--- src/rtl/mem_port_arbiter.sv ---
// Two-master round-robin arbiter in front of one memory port (Mout_*/DataRdy protocol).
// One transaction in flight; a watchdog aborts transactions the memory never completes.
module mem_port_arbiter #(
  parameter int ADDR_W  = 9,
  parameter int DATA_W  = 8,
  parameter int SIZE_W  = 4,
  parameter int TIMEOUT = 64
) (
  input  logic              clock,
  input  logic              reset,
  input  logic              m0_oe_ram,
  input  logic              m0_we_ram,
  input  logic [ADDR_W-1:0] m0_addr_ram,
  input  logic [DATA_W-1:0] m0_Wdata_ram,
  input  logic [SIZE_W-1:0] m0_data_ram_size,
  output logic [DATA_W-1:0] m0_Rdata_ram,
  output logic              m0_DataRdy,
  input  logic              m1_oe_ram,
  input  logic              m1_we_ram,
  input  logic [ADDR_W-1:0] m1_addr_ram,
  input  logic [DATA_W-1:0] m1_Wdata_ram,
  input  logic [SIZE_W-1:0] m1_data_ram_size,
  output logic [DATA_W-1:0] m1_Rdata_ram,
  output logic              m1_DataRdy,
  output logic              mem_oe_ram,
  output logic              mem_we_ram,
  output logic [ADDR_W-1:0] mem_addr_ram,
  output logic [DATA_W-1:0] mem_Wdata_ram,
  output logic [SIZE_W-1:0] mem_data_ram_size,
  input  logic [DATA_W-1:0] mem_Rdata_ram,
  input  logic              mem_DataRdy,
  output logic [1:0]        grant,
  output logic              err_timeout,
  output logic              err_proto
);
  localparam int WD_W = $clog2(TIMEOUT);

  typedef enum logic {IDLE, BUSY} state_t;

  logic [1:0]             m_oe, m_we, req, illegal, m_rdy;
  logic [1:0][ADDR_W-1:0] m_addr;
  logic [1:0][DATA_W-1:0] m_wdata, m_rdata;
  logic [1:0][SIZE_W-1:0] m_size;

  assign m_oe    = {m1_oe_ram, m0_oe_ram};
  assign m_we    = {m1_we_ram, m0_we_ram};
  assign m_addr  = {m1_addr_ram, m0_addr_ram};
  assign m_wdata = {m1_Wdata_ram, m0_Wdata_ram};
  assign m_size  = {m1_data_ram_size, m0_data_ram_size};
  assign req     = m_oe ^ m_we;
  assign illegal = m_oe & m_we;

  state_t          state, state_nx;
  logic [1:0]      grant_q, grant_nx;
  logic [1:0]      op_q, op_nx;     // {oe,we} captured at grant, to catch type changes
  logic            rr_ptr, rr_nx;
  logic [WD_W-1:0] wd_cnt, wd_nx;
  logic            tmo_nx, proto_nx, err_timeout_q, err_proto_q;
  logic            busy, gsel, sel, op_bad, wd_last;
  logic [1:0]      cur_op;

  assign busy    = (state == BUSY);
  assign gsel    = grant_q[1];
  assign cur_op  = {m_oe[gsel], m_we[gsel]};
  assign op_bad  = (cur_op != op_q);
  assign wd_last = (wd_cnt == WD_W'(TIMEOUT - 1));

  always_comb begin
    state_nx = state;
    grant_nx = grant_q;
    op_nx    = op_q;
    rr_nx    = rr_ptr;
    wd_nx    = wd_cnt;
    tmo_nx   = 1'b0;
    proto_nx = |illegal;
    sel      = 1'b0;
    case (state)
      IDLE: begin
        if (|req) begin
          sel      = (req == 2'b11) ? rr_ptr : req[1];
          grant_nx = sel ? 2'b10 : 2'b01;
          op_nx    = {m_oe[sel], m_we[sel]};
          wd_nx    = '0;
          state_nx = BUSY;
        end
      end
      BUSY: begin
        // completion beats protocol error beats watchdog
        if (mem_DataRdy || op_bad || wd_last) begin
          state_nx = IDLE;
          grant_nx = 2'b00;
          rr_nx    = ~gsel;
          proto_nx = (|illegal) | (!mem_DataRdy && op_bad);
          tmo_nx   = !mem_DataRdy && !op_bad;
        end else begin
          wd_nx = wd_cnt + 1'b1;
        end
      end
      default: state_nx = IDLE;
    endcase
  end

  always_ff @(posedge clock or posedge reset) begin
    if (reset) begin
      state         <= IDLE;
      grant_q       <= 2'b00;
      op_q          <= 2'b00;
      rr_ptr        <= 1'b0;
      wd_cnt        <= '0;
      err_timeout_q <= 1'b0;
      err_proto_q   <= 1'b0;
    end else begin
      state         <= state_nx;
      grant_q       <= grant_nx;
      op_q          <= op_nx;
      rr_ptr        <= rr_nx;
      wd_cnt        <= wd_nx;
      err_timeout_q <= tmo_nx;
      err_proto_q   <= proto_nx;
    end
  end

  // downstream is a pure mux on the registered grant; zero while idle
  assign mem_oe_ram        = busy & m_oe[gsel];
  assign mem_we_ram        = busy & m_we[gsel];
  assign mem_addr_ram      = busy ? m_addr[gsel]  : '0;
  assign mem_Wdata_ram     = busy ? m_wdata[gsel] : '0;
  assign mem_data_ram_size = busy ? m_size[gsel]  : '0;

  for (genvar i = 0; i < 2; i++) begin : g_port
    assign m_rdy[i]   = busy & (gsel == 1'(i)) & mem_DataRdy;
    assign m_rdata[i] = (busy && gsel == 1'(i)) ? mem_Rdata_ram : '0;
  end

  assign m0_DataRdy   = m_rdy[0];
  assign m1_DataRdy   = m_rdy[1];
  assign m0_Rdata_ram = m_rdata[0];
  assign m1_Rdata_ram = m_rdata[1];
  assign grant        = grant_q;
  assign err_timeout  = err_timeout_q;
  assign err_proto    = err_proto_q;
endmodule

--- config.mk ---
export PLATFORM = sky130hd
export DESIGN_NAME = mem_port_arbiter
export DESIGN_NICKNAME = d
export VERILOG_FILES = /design/src/rtl/mem_port_arbiter.sv
export SDC_FILE = /design/constraint.sdc
export NUM_CORES = 1
export LEC_CHECK = 0
export ABC_CLOCK_PERIOD_IN_PS = 2200
export BUFFER_PORTS_ARGS = -buffer_cell sky130_fd_sc_hd__buf_2
export CELL_PAD_IN_SITES_DETAIL_PLACEMENT = 1
export CELL_PAD_IN_SITES_GLOBAL_PLACEMENT = 2
export CORE_MARGIN = 3
export CORE_UTILIZATION = 21
export CTS_CLUSTER_DIAMETER = 60
export DETAILED_ROUTE_END_ITERATION = 8
export PLACE_DENSITY_LB_ADDON = 0.1
export SLEW_MARGIN = 0
export SYNTH_ARGS = -nofsm -noshare
export SYNTH_HDL_FRONTEND = slang
export SYNTH_SLANG_ARGS = --single-unit
--- constraint.sdc ---
create_clock -name clock -period 2.2 [get_ports clock]
set_input_delay 0 -clock clock [delete_from_list [all_inputs] [get_ports clock]]
set_output_delay 0 -clock clock [all_outputs]
set_load 0.05 [all_outputs]
### Word-level counts from Yosys, hierarchy flattened

Index checks and enable logic that the tools add are counted.

* $add $sub $neg: 1
* $lt $le $gt $ge: 2
* equality and inequality tests: 6
* multiplexer cells: 34
* bitwise operators: 11
* reductions and logical operators: 14

Operator list (count)
* 8-bit two-way mux: 5
* 9-bit two-way mux: 3
* 1-bit two-way mux: 15
* 4-bit two-way mux: 3
* 6-bit two-way mux: 2
* 6-bit case mux with 2 select lines: 1
* 2-bit AND reduction: 4
* 6-bit by 1-bit adder with 6-bit output, second input constant: 1
* 1-bit bitwise AND: 6
* 6-bit equality test, second input constant: 1
* 2-bit two-way mux: 3
* 1-bit logical AND: 4
* 1-bit by 2-bit less-than comparator with 1-bit output, second input constant: 2
* 2-bit != test, second input constant: 2
* 2-bit case mux with 2 select lines: 1
* 2-bit OR reduction: 2
* 2-bit bitwise AND: 1
* 2-bit equality test, second input constant: 1
* 1-bit logical NOT: 2
* 1-bit logical OR: 2
* 2-bit by 1-bit != test with 1-bit output, second input constant: 1
* 2-bit != test: 1
* 1-bit NOT: 2
* 1-bit case mux with 2 select lines: 1
* 2 further kinds: 2

* register bits: 14
* output and inout port bits: 45
* logic and storage cells: 75

### Logic depth before layout (Yosys ltp)

Gate-level depths: netlist of the first run.

* word-level depth: 7
* gate-level depth with buffers: 5
* depth with buffers taken out: 5

### Worst setup path before layout of the first run

OpenSTA, ideal clock, no wires.

* path type: flip-flop to flip-flop
* start: register grant_q[1], in the netlist grant[1]
* end: register err_proto_q, in the netlist err_proto
* arrival: 1750 ps
* data required time: 2069 ps
* setup slack: 319 ps
* stages on the path, launching flop included: 6
* buffers on the path: 1
* clock period less this slack: 1881 ps
* path through: dfrtp_1 -> buf_6 -> mux2i_4 -> xor2_2 -> a21oi_1 -> or3_1

* longest elaborated chain between the ends: 7
* elaborated cells between the ends (all ways): 11
* those cells by class: eq/ne (1); mux (6); bitwise (1); reduce/logical (3)

Ends and longest elaborated chain
* start: declaration: line 54 `logic [1:0] grant_q, grant_nx;`
* start signal: assignment: line 114 `grant_q <= grant_nx;`
* 1-bit two-way mux (not written as such) (2 in a row): line 64 `assign cur_op = {m_oe[gsel], m_we[gsel]};`
* 2-bit != test *: line 65 `assign op_bad = (cur_op != op_q);`
* 1-bit logical AND or 1-bit logical OR (tied branches): line 93, 89
* 1-bit OR or 1-bit logical OR (tied branches): line 93, 89
* 1-bit two-way mux *: line 89 `if (mem_DataRdy || op_bad || wd_last) begin`
* 1-bit two-way mux *: line 77 `case (state)`
* named net proto_nx: line 58 `logic tmo_nx, proto_nx, err_timeout_q, err_proto_q;`
* end signal: assignment: line 119 `err_proto_q <= proto_nx;`
* end: declaration: line 58

The timed path passes the listed nets; every way through them passes the cells marked *. The select of a mux whose other input is x is not followed.
A chain may end at the register's enable or synchronous reset.

### Worst setup path in the final report of the first run

* start: register grant_q[1], in the netlist grant[1]
* end: output m0_DataRdy

* longest elaborated chain between the ends: 3

Ends and longest elaborated chain
* 1-bit NOT: line 131 `assign m_rdy[i] = busy & (gsel == 1'(i)) & mem_DataRdy;`
* 1-bit bitwise AND (2 in a row): line 131
* end: declaration: line 17 `output logic m0_DataRdy,`

Every way passes these cells.

==> qor.yml, run 1 <==
setup_path:
  critical_path_arrival_ns: 1.86
  cp_num_buf_inv: 2
  rrSetupSlack_ns: 0.50
  start_kind: "flip-flop"
  endpoint: "m0_DataRdy"
  path_delay_family: "simple AND/OR/NAND/NOR gates"
  path_class: "flip-flop to output port"
  slowest_stage: "dfrtp_2"
  cp.required_ns: 2.20
  path_depth: 4
  setup.worst_path.start: "grant[1]"
  reg2reg_from: "wd_cnt[0]"
  critPathMaxFanout: 33
  r2r-end: "wd_cnt[1]"
  cpPeakStageDelay_ns: 0.47
  rr_worst_depth: 5
  cp-end-kind: "output port"
  cp_cell_sequence: "buf_4, nor2_1, and2_1, buf_2"
route:
  antenna_left: 0
  wl_per_cell_um: 13.9
  drtIter0Drc: 26
  vias: 1452
  dr.pass1.iters: 4
  detail_route.vias_per_cell: 4.51
  wl_mm: 4.48
  drc: 0
layout:
  multiInputGateArea_um2: 848
  nets: 311
  drive_gt1_frac: 0.460
  antennaDiodeCount: 0
  area_growth_syn_to_layout_pct: 50.9
  final_cells: 322
  register_area_um2: 352
  nFillCells: 733
global_route:
  grt_pass1_wl_mm: 7.42
  antenna_found_initial: 0
  grt_overflow: 0
  track_usage: 0.128
  grt_max_degree: 34
  grt_pass1_vias: 1494
clock_tree:
  htreeDepth: 1
  cts_tree: "done"
  cts_made_buffers: 3
  clkTransAtPathRegs_ns: 0.06
  cts-root-buf: "clkbuf_8"
  cts_sinks: 14
  clockBufferDepth: 2
  clk-insertion-delay-late_ns: 0.25
  ctsResizeCount: 0
sta:
  finalSetupTns_ns: 0
  fin_skew_ns: 0.00141
  tightest_slew_ns: 0.567
  rsz0062_at_grt: "no"
  fmax_mhz: 537
  hold_viol: 0
  layout_worst_path_cycle_share: 0.846
  period_minus_slack_ns: 1.86
  maxSlewHeadroom: 0.622
  finalSetupViolCount: 0
  final_max_slew_viol_count: 0
place:
  io_buffers: 101
  place_inst: 317
  routabilityCongestion: 0.728
  hpwl_mm: 3.70
yosys:
  synthesis.nets: 207
  yosys-top-cells-count: "nor2_1 (26), mux2i_1 (24), dfrtp_1 (14), and2_1 (11), and3_1 (9)"
  synthDistinctLibCells: 33
  ys_seq_area_frac: 0.276
  yosys_warnings: 0
  synth_edf_count: 0
  yosys.cell_count.top_type: "nor2_1"
  synth_cells: 147
  synth_area_mm2: 0.00127
  synth_top_area_frac: 0.276
  synthArstFlopShare: 1.00
  synthTopCellsByArea: "dfrtp_1 (28%), mux2i_1 (19%), nor2_1 (7.7%)"
  ys_ff_latch: 14
  synth_area_per_cell_um2: 8.63
  yosys.area.top_type: "dfrtp_1"
  ys_dominant_reg_cell: "dfrtp_1"
job:
  maxCapViolCount: 0
die:
  core_area_mm2: 0.00568
  start_util: 0.224
  die_area_mm2: 0.00701
  num_rows: 27
  die_h_um: 83.7
  die_w_um: 83.7
  io_pins: 102
pwr:
  vdd_drop_max_uv: 628
  p_clk_frac: 0.081
  p_int_mw: 1.06
  p_total_mw: 2.83
  p_leak_nw: 1.05
  switching_power_mw: 1.77
  sequentialPowerShare: 0.143
  p_per_area_mw_per_mm2: 1480
  combinationalPowerShare: 0.776
  swShare: 0.626
status:
  run_status: "finished, final reports clean"
hold_path:
  hold_path_class: "primary input to flip-flop"
sequential cells by signal (all words and copies together), names as in the netlist:
register and count:
busy 1, err_proto 1, err_timeout 1, grant 2, op_q 2, rr_ptr 1
wd_cnt 6
layout make-up:
cell class                      count  share of cell area
Multi-Input combinational cell    117               0.443
Timing Repair Buffer              106               0.285
Sequential cell                    14               0.184
Tap cell                           72              0.0471
Clock buffer                        4              0.0235
Inverter                            9              0.0176
worst min-delay path by stage:
stage | startpoint | to | depth (start not counted)
after floorplan | reset | busy | 1
after global placement | reset | err_timeout | 2
after detailed placement | reset | err_timeout | 2
after CTS | m1_we_ram | op_q[0] | 2
after global routing | m1_oe_ram | op_q[1] | 2
final | m1_oe_ram | op_q[1] | 2
cells by family after synthesis:
family          share of synthesized area
buf+inv                            0.0552
mux                                 0.225
simple gates                        0.264
xor+xnor                           0.0464
compound gates                      0.104
flops                               0.276
fa+ha+maj                          0.0296
worst register-to-register path, stage by stage, from the launching register on:
cell and delay (ns):
dfrtp_1 0.40, ha_1 0.25, and4_1 0.24, a21oi_1 0.33, nand3_2 0.21, mux2i_1 0.16
cell usage in the layout, fill, tap and decap left out, drive strengths merged, types with 2 or more instances in the layout:
cell type	n
o221ai	3
and2	11
a21oi	3
buf	105
nor2b	2
a221o	2
mux2i	26
nand4	3
xor2	2
o22ai	2
o21ai	3
nand2	6
xnor2	3
nor2	26
nand3	3
nand2b	2
ha	3
dfrtp	14
clkbuf	4
inv	8
and3	9
metal layers:
metal  GRT usage  share of wire  up-vias
li1            -              -      715
met1       0.161           0.43      674
met2       0.226           0.50       61
met3      0.0306          0.070        2
met4      0.0175         0.0049        0
met5           0              0        -
metrics by stage:
stage / hold WS [ns] / setup slack (ns) / cell area [um^2] / util
after floorplan: -0.111 / 0.319 / 1270 / -
after global placement: 0.0866 / 0.509 / 1860 / 0.328
after detailed placement: 0.0924 / 0.483 / 1860 / 0.328
after CTS: 0.0708 / 0.307 / 1910 / 0.337
after global routing: 0.0690 / 0.183 / 1910 / 0.337
final: 0.0611 / 0.338 / 1910 / 0.337
timing repair:
| action | 4_1_cts | 5_1_grt |
|---|---|---|
| endpoints found under the hold margin | 14 | 0 |
| buffers inserted | 0 | 0 |
| hold buffers | 1 | 0 |
power groups by stage:
stage               clock, mW  sequential (mW)  combinational (mW)
floorplan                   0            0.464                1.67
global placement            0            0.407                2.23
detailed placement          0            0.410                2.22
CTS                     0.235            0.406                2.23
global route            0.247            0.414                2.36
finish                  0.229            0.404                2.20
No activity file was read; power rests on OpenSTA's default activity.
==> inputs of run 2 (changes only) <==
Settings changed: ABC_CLOCK_PERIOD_IN_PS 2200 to 1750, CORE_UTILIZATION 21 to 20.
Clock period 2.2 ns to 1.75 ns, I/O delays scaled along.
==> qor.yml, run 2 (synthesis gave the netlist of run 1 again) <==
status:
  run_status: "finished, final reports clean"
pwr:
  p_clk_frac: 0.084  # +0.003
  vdd_drop_max_uv: 569  # -9.3%
  switching_power_mw: 2.25  # +27%
  p_int_mw: 1.52  # +43%
  p_total_mw: 3.77  # +33%
  p_leak_nw: 1.11  # +5.1%
  swShare: 0.598  # -0.0288
  sequentialPowerShare: 0.137  # -0.006
  combinationalPowerShare: 0.778  # +0.002
  p_per_area_mw_per_mm2: 1850  # +25%
setup_path:
  cp_num_buf_inv: 3  # +1
  r2r-end: "wd_cnt[5]"
  critPathMaxFanout: 34  # +3.0%
  critical_path_arrival_ns: 1.64  # -0.22 ns
  path_delay_family: "buffers and inverters"
  rr_worst_depth: 6  # +1
  slowest_stage: "dfrtp_2"
  reg2reg_from: "wd_cnt[0]"
  start_kind: "flip-flop"
  rrSetupSlack_ns: 0.13  # -0.37 ns
  cp-end-kind: "output port"
  cp.required_ns: 1.75  # -0.45 ns
  cpPeakStageDelay_ns: 0.45  # -0.02 ns
  path_class: "flip-flop to output port"
  setup.worst_path.start: "grant[1]"
  cp_cell_sequence: "buf_6, nor2_1, buf_4, and2_1, clkbuf_4"
sta:
  finalSetupViolCount: 0  # unchanged
  whs_ns: 0.0619  # +0.000798 ns
  fmax_mhz: 608
  tightest_slew_ns: 0.553  # -0.0131 ns
  rsz0062_at_grt: "no"
  period_minus_slack_ns: 1.64
  hold_viol: 0  # unchanged
  finalSetupTns_ns: 0  # unchanged
  maxSlewHeadroom: 0.631  # +0.00875
  setup_slack_ns: 0.106  # -0.232 ns
  fin_skew_ns: 0.00155  # +0.000140 ns
  final_max_slew_viol_count: 0  # unchanged
  layout_worst_path_cycle_share: 0.939
layout:
  top_register: "wd_cnt"
  final_cell_mix: "buf_2 (93), nor2_1 (26), mux2i_1 (24)"
  final_common_cell: "buf_2"
  design_area_mm2: 0.00203  # +6.3%
  drive_gt1_frac: 0.492  # +0.0323
  final_util: 0.338  # about the same
  final_cells: 335  # +4.0%
  nFillCells: 775  # +5.7%
  multiInputGateArea_um2: 852  # +0.44%
  area_growth_syn_to_layout_pct: 60.4
  antennaDiodeCount: 0  # unchanged
  nets: 321  # +3.2%
  register_area_um2: 352  # unchanged
  largest_reg_flops: 6  # unchanged
hold_path:
  worstHoldEndpoint: "op_q[1]"
  hold_path.startpoint: "m1_oe_ram"
  holdPathStages: 2  # unchanged
  hold_path_class: "primary input to flip-flop"
job:
  maxCapViolCount: 0  # unchanged
route:
  detail_route.vias_per_cell: 4.40  # -2.4%
  drtIter0Drc: 23  # -12%
  drc: 0  # unchanged
  wl_mm: 4.34  # -3.2%
  dr.pass1.iters: 4  # unchanged
  vias: 1475  # +1.6%
  antenna_left: 0  # unchanged
  wl_per_cell_um: 13.0  # -7.0%
clock_tree:
  cts-root-buf: "clkbuf_8"
  htreeDepth: 1  # unchanged
  clk-insertion-delay-late_ns: 0.24  # about the same
  cts_sinks: 14  # unchanged
  clkTransAtPathRegs_ns: 0.06  # about the same
  clockBufferDepth: 2  # unchanged
  cts_tree: "done"
  cts_made_buffers: 3  # unchanged
global_route:
  grt_pass1_vias: 1602  # +7.2%
  grt_pass1_wl_mm: 7.13  # -4.0%
  track_usage: 0.117  # -0.0106
  grt_max_degree: 35  # +2.9%
  antenna_found_initial: 0  # unchanged
  grt_overflow: 0  # unchanged
place:
  routabilityCongestion: 0.745  # +2.4%
  pre_cts_ws_ns: 0.000134  # -0.483 ns
  io_buffers: 101  # unchanged
  hpwl_mm: 3.55  # -4.1%
  post_dp_cell_area_mm2: 0.00191  # +2.6%
  place_inst: 326  # +2.8%
die:
  die_area_mm2: 0.00734  # +4.6%
  io_pins: 102  # unchanged
  die_w_um: 85.6  # +2.3%
  num_rows: 28  # +3.7%
  core_area_mm2: 0.00603  # +6.2%
  die_h_um: 85.6  # +2.3%
  start_util: 0.211  # -0.0130
## run 2: cell count changes in the layout (fill, tap and decap cells not counted)
cell,previous run,this run
and4_1,1,0
and4_2,0,1
buf_2,101,93
buf_4,4,12
buf_6,0,2
clkbuf_1,1,0
clkbuf_4,0,8
clkbuf_8,3,4
ha_1,3,2
ha_2,0,1
## run 2: per-layer routing
metal	vias up	global-route usage	wire [um]
li1	736	-	-
met1	655	0.151	1900
met2	76	0.186	1940
met3	8	0.0451	437
met4	0	0.0288	71
met5	-	0	0
## run 2: power by group through the flow
| stage | registers (mW) | clock network [mW] | logic, mW |
|---|---|---|---|
| after global placement | 0.518 | 0 | 2.91 |
| after global routing | 0.532 | 0.340 | 3.14 |
| after floorplan | 0.585 | 0 | 2.09 |
| final | 0.518 | 0.317 | 2.93 |
| after CTS | 0.520 | 0.333 | 2.92 |
| after detailed placement | 0.523 | 0 | 2.88 |
## run 2: layout make-up
class                           count  share of cell area
Timing Repair Buffer              116               0.319
Clock buffer                        4              0.0271
Sequential cell                    14               0.173
Inverter                            9              0.0166
Tap cell                           75              0.0461
Multi-Input combinational cell    117               0.419
## run 2: worst max-delay path by stage
stage / end / cells after the start
3_3_place_gp: wd_cnt[5] / 5
3_5_place_dp: wd_cnt[5] / 5
4_1_cts: wd_cnt[5] / 6
5_1_grt: m0_Rdata_ram[6] / 6
2_1_floorplan: err_proto / 5
6_report: m0_DataRdy / 5
## run 2: timing repair
action / in CTS / in global routing
setup endpoints to repair: 12 / 15
setup buffers: 1 / 3
cloned: 0 / 0
pin swaps: 1 / 2
hold endpoints to repair: 14 / 0
gates resized for setup: 2 / 10
hold buffers: 1 / 0
==> inputs of run 3 (changes only) <==
Settings changed: PLACE_DENSITY_LB_ADDON 0.1 to 0.12.
==> qor.yml, run 3 (synthesis gave the netlist of run 1 again) <==
setup_path:
  cp-end-kind: "flip-flop"
  reg2reg_from: "wd_cnt[0]"
  critical_path_arrival_ns: 1.78  # +0.14 ns
  start_kind: "flip-flop"
  rrSetupSlack_ns: 0.09  # -0.04 ns
  setup.worst_path.start: "wd_cnt[0]"
  cp.required_ns: 1.87  # +0.12 ns
  r2r-end: "wd_cnt[5]"
  path_class: "flip-flop to flip-flop"
  rr_worst_depth: 6  # unchanged
  endpoint: "wd_cnt[5]"
  critPathMaxFanout: 4  # -88%
global_route:
  track_usage: 0.122  # +0.00500
  grt_max_degree: 24  # -31%
  grt_overflow: 0  # unchanged
  grt_pass1_vias: 1483  # -7.4%
  grt_pass1_wl_mm: 7.23  # +1.5%
  antenna_found_initial: 0  # unchanged
route:
  vias: 1454  # -1.4%
  dr.pass1.iters: 4  # unchanged
  drtIter0Drc: 57  # +150%
  top_layer_used: "met4"
  wl_met2_mm: 2.11  # +9.1%
  wl_mm: 4.54  # +4.6%
  wl_met1_mm: 1.99  # +4.9%
  drc: 0  # unchanged
  antenna_left: 0  # unchanged
  wl_met3_um: 409  # -6.4%
  detail_route.vias_per_cell: 4.38  # -0.53%
  wl_per_cell_um: 13.7  # +5.5%
layout:
  drive_gt1_frac: 0.490  # -0.00204
  nets: 318  # -0.93%
  top_register: "wd_cnt"
  nFillCells: 767  # -1.0%
  final_cells: 332  # -0.90%
  largest_reg_flops: 6  # unchanged
  multiInputGateArea_um2: 880  # +3.2%
  final_common_cell: "buf_2"
  design_area_mm2: 0.00202  # -0.55%
  final_cell_mix: "buf_2 (101), nor2_1 (25), mux2i_1 (24)"
  antennaDiodeCount: 0  # unchanged
  register_area_um2: 352  # unchanged
  area_growth_syn_to_layout_pct: 59.5
pwr:
  p_clk_frac: 0.086  # +0.002
  p_per_area_mw_per_mm2: 1880  # +1.6%
  sequentialPowerShare: 0.138  # about the same
  switching_power_mw: 2.31  # +2.5%
  swShare: 0.606  # +0.00887
  p_leak_nw: 1.10  # -0.48%
  p_int_mw: 1.50  # -1.2%
  p_total_mw: 3.81  # +1.0%
  combinationalPowerShare: 0.776  # -0.002
  vdd_drop_max_uv: 704  # +24%
sta:
  layout_worst_path_cycle_share: 0.950  # +0.0103
  final_max_slew_viol_count: 0  # unchanged
  fin_skew_ns: 0.00320  # +0.00165 ns
  hold_viol: 0  # unchanged
  finalSetupViolCount: 0  # unchanged
  tightest_slew_ns: 0.580  # +0.0270 ns
  fmax_mhz: 602  # -1.1%
  finalSetupTns_ns: 0  # unchanged
  setup_slack_ns: 0.0881  # -0.0181 ns
  period_minus_slack_ns: 1.66  # +0.0181 ns
  rsz0062_at_grt: "no"
  maxSlewHeadroom: 0.613  # -0.0180
hold_path:
  holdPathStages: 2  # unchanged
  hold_path_class: "primary input to flip-flop"
die:
  start_util: 0.211  # unchanged
  die_w_um: 85.6  # unchanged
  die_area_mm2: 0.00734  # unchanged
  die_h_um: 85.6  # unchanged
  core_area_mm2: 0.00603  # unchanged
  io_pins: 102  # unchanged
  num_rows: 28  # unchanged
place:
  place_inst: 324  # -0.61%
  hpwl_mm: 3.68  # +3.9%
  pre_cts_ws_ns: 0.0122  # +0.0121 ns
  io_buffers: 101  # unchanged
  routabilityCongestion: 0.738  # -1.0%
  post_dp_cell_area_mm2: 0.00189  # -0.79%
clock_tree:
  cts-root-buf: "clkbuf_8"
  htreeDepth: 1  # unchanged
  clockBufferDepth: 2  # unchanged
  clkTransAtPathRegs_ns: 0.06  # about the same
  cts_made_buffers: 3  # unchanged
  cts_tree: "done"
  cts_sinks: 14  # unchanged
  clk-insertion-delay-late_ns: 0.25  # about the same
job:
  maxCapViolCount: 0  # unchanged
status:
  run_status: "finished, final reports clean"
run 3: cell count changes in the layout (fill, tap and decap cells not counted), sizes merged:
cell,delta
clkbuf,-8
buf,+5
run 3: what timing repair did:
action	4_1_cts	5_1_grt
endpoints found under the setup margin	14	22
pin swaps	1	0
resized for setup	2	7
hold buffers	1	0
cloned	0	0
endpoints found under the hold margin	14	0
buffers inserted	2	1
run 3: critical path, stage by stage, from the launching register on:
cell	delay, ns
dfrtp_1	0.40
ha_1	0.24
and4_4	0.21
a21o_1	0.20
o31ai_4	0.25
buf_6	0.14
o221ai_1	0.10
run 3: cell type report:
class | count | area share
Sequential cell | 14 | 0.174
Inverter | 9 | 0.0167
Clock buffer | 4 | 0.0272
Multi-Input combinational cell | 117 | 0.435
Tap cell | 75 | 0.0464
Timing Repair Buffer | 113 | 0.301
run 3: worst min path at each step:
stage	endpoint	slack [ns]	startpoint
after floorplan	busy	-0.11	reset
after global placement	wd_cnt[5]	0.09	reset
after detailed placement	err_timeout	0.09	reset
after CTS	op_q[0]	0.06	m1_we_ram
after global routing	op_q[0]	0.07	m1_we_ram
final	op_q[0]	0.07	m1_we_ram
run 3: per-layer routing:
layer	vias up	track usage
met5	-	0
met4	0	0.0216
met3	2	0.0432
met2	64	0.200
met1	656	0.157
li1	732	-
run 3: through the flow:
| stage | hold slack (ns) | utilization |
|---|---|---|
| 2_1_floorplan | -0.111 | - |
| 5_1_grt | 0.0714 | 0.336 |
| 6_report | 0.0699 | 0.336 |
| 4_1_cts | 0.0637 | 0.328 |
| 3_3_place_gp | 0.0944 | 0.314 |
| 3_5_place_dp | 0.0897 | 0.314 |
run 3: power groups by stage:
| stage | Clock [mW] | Sequential (mW) | Combinational [mW] |
|---|---|---|---|
| after floorplan | 0 | 0.585 | 2.09 |
| after global placement | 0 | 0.518 | 2.87 |
| after detailed placement | 0 | 0.517 | 2.87 |
| after CTS | 0.338 | 0.512 | 2.94 |
| after global routing | 0.354 | 0.544 | 3.16 |
| final | 0.327 | 0.527 | 2.95 |
